## config.mk

```make
export PLATFORM = sky130hd
export DESIGN_NAME = sipo_deser_8bit
export DESIGN_NICKNAME = d
export VERILOG_FILES = /design/src/rtl/sipo_deser_8bit_pkg.sv /design/src/rtl/sipo_deser_8bit.sv
export SDC_FILE = /design/constraint.sdc
export NUM_CORES = 1
export LEC_CHECK = 0
export ABC_AREA = 1
export CORE_ASPECT_RATIO = 0.5
export CORE_MARGIN = 4
export CORE_UTILIZATION = 40
export CTS_CLUSTER_DIAMETER = 60
export DETAILED_ROUTE_END_ITERATION = 7
export SYNTH_ARGS = -nofsm -noshare
export SYNTH_HDL_FRONTEND = slang
export SYNTH_SLANG_ARGS = --single-unit
```

## constraint.sdc

```tcl
create_clock -name clk -period 1.2 [get_ports clk]
set_input_delay 0.36 -clock clk [delete_from_list [all_inputs] [get_ports clk]]
set_output_delay 0.36 -clock clk [all_outputs]
set_load 0.005 [all_outputs]
```

## src/rtl/sipo_deser_8bit_pkg.sv

```systemverilog
// rtl/sipo_deser_8bit_pkg.sv - shared FSM encoding and default frame width for the serial deserialiser
//
// Purpose : constants shared by the deserialiser and anything that decodes its state.
// Ports   : none (package).

package sipo_deser_8bit_pkg;

  // Default number of data bits per frame.
  localparam int DEFAULT_DATA_W = 8;

  // FSM state encoding, 2 bits wide.
  localparam logic [1:0] ST_IDLE   = 2'd0;
  localparam logic [1:0] ST_SHIFT  = 2'd1;
  localparam logic [1:0] ST_PARITY = 2'd2;

endpackage

```

## src/rtl/sipo_deser_8bit.sv

```systemverilog
// rtl/sipo_deser_8bit.sv - serial-in parallel-out frame deserialiser with parity check
//
// Purpose : collects DATA_W bits (MSB first) plus one parity bit per frame and
//           publishes good frames on data_out with a one-cycle load pulse.
// Ports   : clk         - rising-edge clock
//           async_rst   - asynchronous active-high reset
//           ser_in      - serial data bit, sampled when ser_valid=1
//           ser_valid   - qualifies ser_in and frame_start
//           frame_start - marks the current valid bit as the first bit of a frame
//           data_out    - last frame that passed the parity check
//           load        - one-cycle pulse, data_out was just updated
//           parity_err  - one-cycle pulse, parity bit did not match
//           frame_err   - one-cycle pulse, partial frame aborted by a new frame_start
//           busy        - high while a frame is in progress

module sipo_deser_8bit
  import sipo_deser_8bit_pkg::*;
#(
  parameter int DATA_W     = DEFAULT_DATA_W,
  parameter bit PARITY_ODD = 1'b0
) (
  input  logic              clk,
  input  logic              async_rst,
  input  logic              ser_in,
  input  logic              ser_valid,
  input  logic              frame_start,
  output logic [DATA_W-1:0] data_out,
  output logic              load,
  output logic              parity_err,
  output logic              frame_err,
  output logic              busy
);

  localparam int               CNT_W    = $clog2(DATA_W + 1);
  localparam logic [CNT_W-1:0] CNT_ONE  = CNT_W'(1);
  localparam logic [CNT_W-1:0] CNT_LAST = CNT_W'(DATA_W);

  logic [1:0]        state_q, state_d;
  logic [DATA_W-1:0] shift_q, shift_d;
  logic [CNT_W-1:0]  cnt_q,   cnt_d;
  logic [DATA_W-1:0] data_q,  data_d;
  logic              load_q,  load_d;
  logic              perr_q,  perr_d;
  logic              ferr_q,  ferr_d;

  logic start;
  assign start = ser_valid & frame_start;

  always_comb begin
    state_d = state_q;
    shift_d = shift_q;
    cnt_d   = cnt_q;
    data_d  = data_q;
    load_d  = 1'b0;
    perr_d  = 1'b0;
    ferr_d  = 1'b0;

    if (start) begin
      // A frame_start always (re)opens a frame with the current bit as its MSB;
      // outside IDLE the partial frame is thrown away and flagged.
      ferr_d              = (state_q != ST_IDLE);
      state_d             = ST_SHIFT;
      shift_d             = '0;
      shift_d[DATA_W-1]   = ser_in;
      cnt_d               = CNT_ONE;
    end else if (ser_valid) begin
      case (state_q)
        ST_SHIFT: begin
          // cnt_q bits already received, so the next bit lands at DATA_W-1-cnt_q.
          for (int i = 0; i < DATA_W; i++) begin
            if (i == (DATA_W - 1 - int'(cnt_q))) begin
              shift_d[i] = ser_in;
            end
          end
          cnt_d = cnt_q + CNT_ONE;
          if (cnt_d == CNT_LAST) begin
            state_d = ST_PARITY;
          end
        end
        ST_PARITY: begin
          if (((^shift_q) ^ ser_in) == PARITY_ODD) begin
            data_d = shift_q;
            load_d = 1'b1;
          end else begin
            perr_d = 1'b1;
          end
          state_d = ST_IDLE;
          cnt_d   = '0;
        end
        ST_IDLE: begin
          // Valid bits without frame_start carry no frame and are dropped.
        end
        default: begin
          state_d = ST_IDLE;
          cnt_d   = '0;
        end
      endcase
    end
  end

  always_ff @(posedge clk or posedge async_rst) begin
    if (async_rst) begin
      state_q <= ST_IDLE;
      shift_q <= '0;
      cnt_q   <= '0;
      data_q  <= '0;
      load_q  <= 1'b0;
      perr_q  <= 1'b0;
      ferr_q  <= 1'b0;
    end else begin
      state_q <= state_d;
      shift_q <= shift_d;
      cnt_q   <= cnt_d;
      data_q  <= data_d;
      load_q  <= load_d;
      perr_q  <= perr_d;
      ferr_q  <= ferr_d;
    end
  end

  assign data_out   = data_q;
  assign load       = load_q;
  assign parity_err = perr_q;
  assign frame_err  = ferr_q;
  assign busy       = (state_q != ST_IDLE);

endmodule
```

==> metrics <==
number of buffers created by CTS 3; Buf/Inv on CP 2; Seq cells post-synth 25; total via count in the routed design 1,382; number of remaining DRC errors 0; outcome complete, but fails checks; global-route wire length before repair 5754 um; half-perimeter wire length after placement 2189 um; TritonCTS clock tree built; syn_area_per_cell 8.114 um^2; Final Wtd Congestion 0.7765; placed cell count 253; fraction of power consumed by sequential logic 27.6%; part of the Yosys area used for sequential elements 46.73%; CP Data Required Time 1380 ps; nets in the synthesized netlist 174; Worst setup startpoint shift_q[3]$_DFFE_PP0P_; Clk Tree Root Cell sky130_fd_sc_hd__clkbuf_8; final critical path time including I/O delays and setup 1404 ps; worst setup path endpoint data_out[7]$_DFFE_PP0P_; Routed met1 length 1697 um; Reg2Reg Depth 11; DP Worst Slack -546.3 ps; transition time at the pin with the least slew margin 230.3 ps; number of antenna violations at the first check in global routing 0; maximum frequency from static timing analysis 712.5 MHz; Max Cap Viol 0; Clk network pwr share 12.3%; amount of wire on met3 after detailed routing 158 um; cell count after synthesis 165; initial DRC count 45; number of antenna-violating nets in the routed design 0; count of flip-flops with a built-in enable after synthesis 0; layout cells sized above 1 64.58%; clock slew at reported path FFs 100 ps; most common cell in the synthesized netlist sky130_fd_sc_hd__nand2_1; Slowest-stage cell, CP sky130_fd_sc_hd__dfrtp_1; Max IR drop VDD 0.0008370 V; post-synth top area share 46.73%; count of cell types in the netlist 22; Pint 2448 uW; Final nets 250; area added between synthesis and finish 76.07%; launch point of the worst reg-to-reg path shift_q[3]$_DFFE_PP0P_; fill count 189; cell area after synthesis 1339 um^2; path type of the worst min-delay path in -> async; Initial Utilization 43.18%; maximum fanout encountered on the critical timing path 5; Chip Height 48.91 um; overall fraction of global-route tracks in use 15.98%; standard-cell rows 14; Sink Count 25; power density over the cells 1843 nW/um^2; family with the most delay on the worst path simple AND/OR/NAND/NOR gates; Clock Tree Buf Depth 2; non-filler cells, final 280; # port buffers 16; uppermost layer routed met4; final worst clock skew 10.31 ps; maximum number of pins on one net before global-route repair 26; Pre-Repair DR Iteration Count 4; leading post-synthesis cells by cell area sky130_fd_sc_hd__dfrtp_1 (47%), sky130_fd_sc_hd__nand2_1 (9.5%), sky130_fd_sc_hd__nand3_1 (6.7%); overall overflow remaining after global route 0; fraction of registers with async set or reset after synthesis 100.0%; setup slack on the worst flop-to-flop path -200 ps; routed len/inst 14.33 um; arrival time at the worst endpoint 1590 ps; Detailed Route WL 4013 um; relative max-transition margin 84.54%; Main synth FF type sky130_fd_sc_hd__dfrtp_1; series of cell instances along the critical path inv_1 > nand2_1 > nand3_1 > nand2_2 > inv_2 > nand2_4 > nand2_4 > nand2_4 > nand3_4 > nand2_1 > nand2_1; capturing element type of the critical path register; count of warnings emitted by yosys 0; final count of negative-setup-slack endpoints 20; path length in cells of the critical path 11; via count of the first global-routing pass 1,326; clock latency on the worst-skew pair 280 ps; portion of the clock cycle consumed by the worst path in the final layout 117.0%; RSZ-0062 raised after global routing true; leading area contributor after synthesis sky130_fd_sc_hd__dfrtp_1; Hold Vio Cnt, Final 0; die span in x 89.82 um; total core area 3100 um^2; Diodes inserted 0; violated checks setup timing; minimum setup slack in the final design -203.5 ps; num ports 17; Pins Over Slew Limit 0; total power after layout 4345 uW; leakage power total 0.001152 uW; net switching share of the total power 43.65%; sw power 1897 uW; CTS Hold Bufs 0; Critical Path Max Stage Delay 440 ps; kind of start point of the critical path register; leading post-synthesis cells by instance count sky130_fd_sc_hd__nand2_1 (34), sky130_fd_sc_hd__dfrtp_1 (25), sky130_fd_sc_hd__inv_1 (24); met2 routed wirelength 2017 um; Avg Vias per Cell 4.936; area of the die 4393 um^2; FF-to-FF End data_out[7]$_DFFE_PP0P_; logic gate share of total power 60.2%; class of the most critical setup path reg -> reg; CTS HTree Levels 1
-- through the flow --
stage	hold slack [ps]	instance area, um^2	setup TNS [ps]	utilization, %
floorplan	387.3	1344	-201.7	-
finish	393.0	2357	-2480	76.03
detailed placement	458.6	1823	-11560	58.80
global placement	454.3	1823	-11170	58.80
CTS	392.2	2051	-1793	66.14
global route	407.7	2357	-4128	76.03
-- placed cells by master (no fill, tap or decap), types with 2 or more instances in the layout --
master	n
sky130_fd_sc_hd__a31oi_1	8
sky130_fd_sc_hd__buf_6	4
sky130_fd_sc_hd__nand2_2	11
sky130_fd_sc_hd__nand2_4	8
sky130_fd_sc_hd__nand2_1	24
sky130_fd_sc_hd__nand3_4	4
sky130_fd_sc_hd__inv_1	13
sky130_fd_sc_hd__nor2_1	4
sky130_fd_sc_hd__nand3_2	12
sky130_fd_sc_hd__nor2_2	4
sky130_fd_sc_hd__buf_4	47
sky130_fd_sc_hd__o21ai_1	4
sky130_fd_sc_hd__dfrtp_2	4
sky130_fd_sc_hd__xnor2_1	2
sky130_fd_sc_hd__o21ai_4	3
sky130_fd_sc_hd__nand3_1	5
sky130_fd_sc_hd__clkbuf_8	3
sky130_fd_sc_hd__buf_2	12
sky130_fd_sc_hd__buf_12	3
sky130_fd_sc_hd__ha_4	4
sky130_fd_sc_hd__dfrtp_1	21
sky130_fd_sc_hd__o21ai_2	7
sky130_fd_sc_hd__a21oi_2	9
sky130_fd_sc_hd__inv_2	10
-- routing by layer --
layer	GRT usage, %	vias up
met5	0	-
met4	3.053	0
met3	4.468	14
met2	30.97	33
met1	17.74	646
li1	-	689
-- registers in the layout (all words and copies together), names as in the netlist --
register,flops
parity_err,1
state_q,2
cnt_q,4
data_out,8
load,1
frame_err,1
shift_q,8
-- cell type report --
cell class / instances / area, um^2 / share of cell area, %
clock inverters: 1 / 7.507 / 0.3185
well taps: 40 / 50.05 / 2.123
multi-input cells: 114 / 940.9 / 39.92
flip-flops and latches: 25 / 630.6 / 26.75
clock buffers: 3 / 41.29 / 1.752
inverters: 26 / 110.1 / 4.671
repair buffers: 71 / 576.8 / 24.47
-- logic make-up after synthesis --
logic type / share of synthesized area [%]
AND/OR/NAND/NOR: 25.05
AO/OA/AOI/OAI: 14.39
buffers and inverters: 8.131
flip-flops: 46.73
adder cells (fa/ha/maj): 3.738
XOR/XNOR: 1.963
-- what timing repair did --
item                                    in CTS  in global routing
buffers inserted                            13                  7
endpoints found under the setup margin      36                 27
gates resized for setup                     97                 64
cloned                                       2                  1
pin swaps                                   13                 31
-- power by group through the flow --
| stage | clock, uW | combinational, uW | sequential (uW) |
|---|---|---|---|
| finish | 532 | 2620 | 1200 |
| floorplan | 0 | 930 | 1160 |
| global route | 589 | 2810 | 1230 |
| CTS | 551 | 2090 | 1160 |
| detailed placement | 0 | 1560 | 1180 |
| global placement | 0 | 1520 | 1170 |
-- worst min-delay path by stage --
stage	slack [ps]	to
after floorplan	390	cnt_q[0]$_DFFE_PP0P_
after global placement	450	data_out[6]$_DFFE_PP0P_
after detailed placement	460	data_out[6]$_DFFE_PP0P_
after CTS	390	data_out[0]$_DFFE_PP0P_
after global routing	410	data_out[0]$_DFFE_PP0P_
final	390	data_out[0]$_DFFE_PP0P_
-- tightest hold or removal path: stages --
cell and delay (ps):
sky130_fd_sc_hd__clkdlybuf4s50_1 390, sky130_fd_sc_hd__inv_1 90, sky130_fd_sc_hd__buf_12 190
Note: power is estimated with default switching activity, not from simulation.
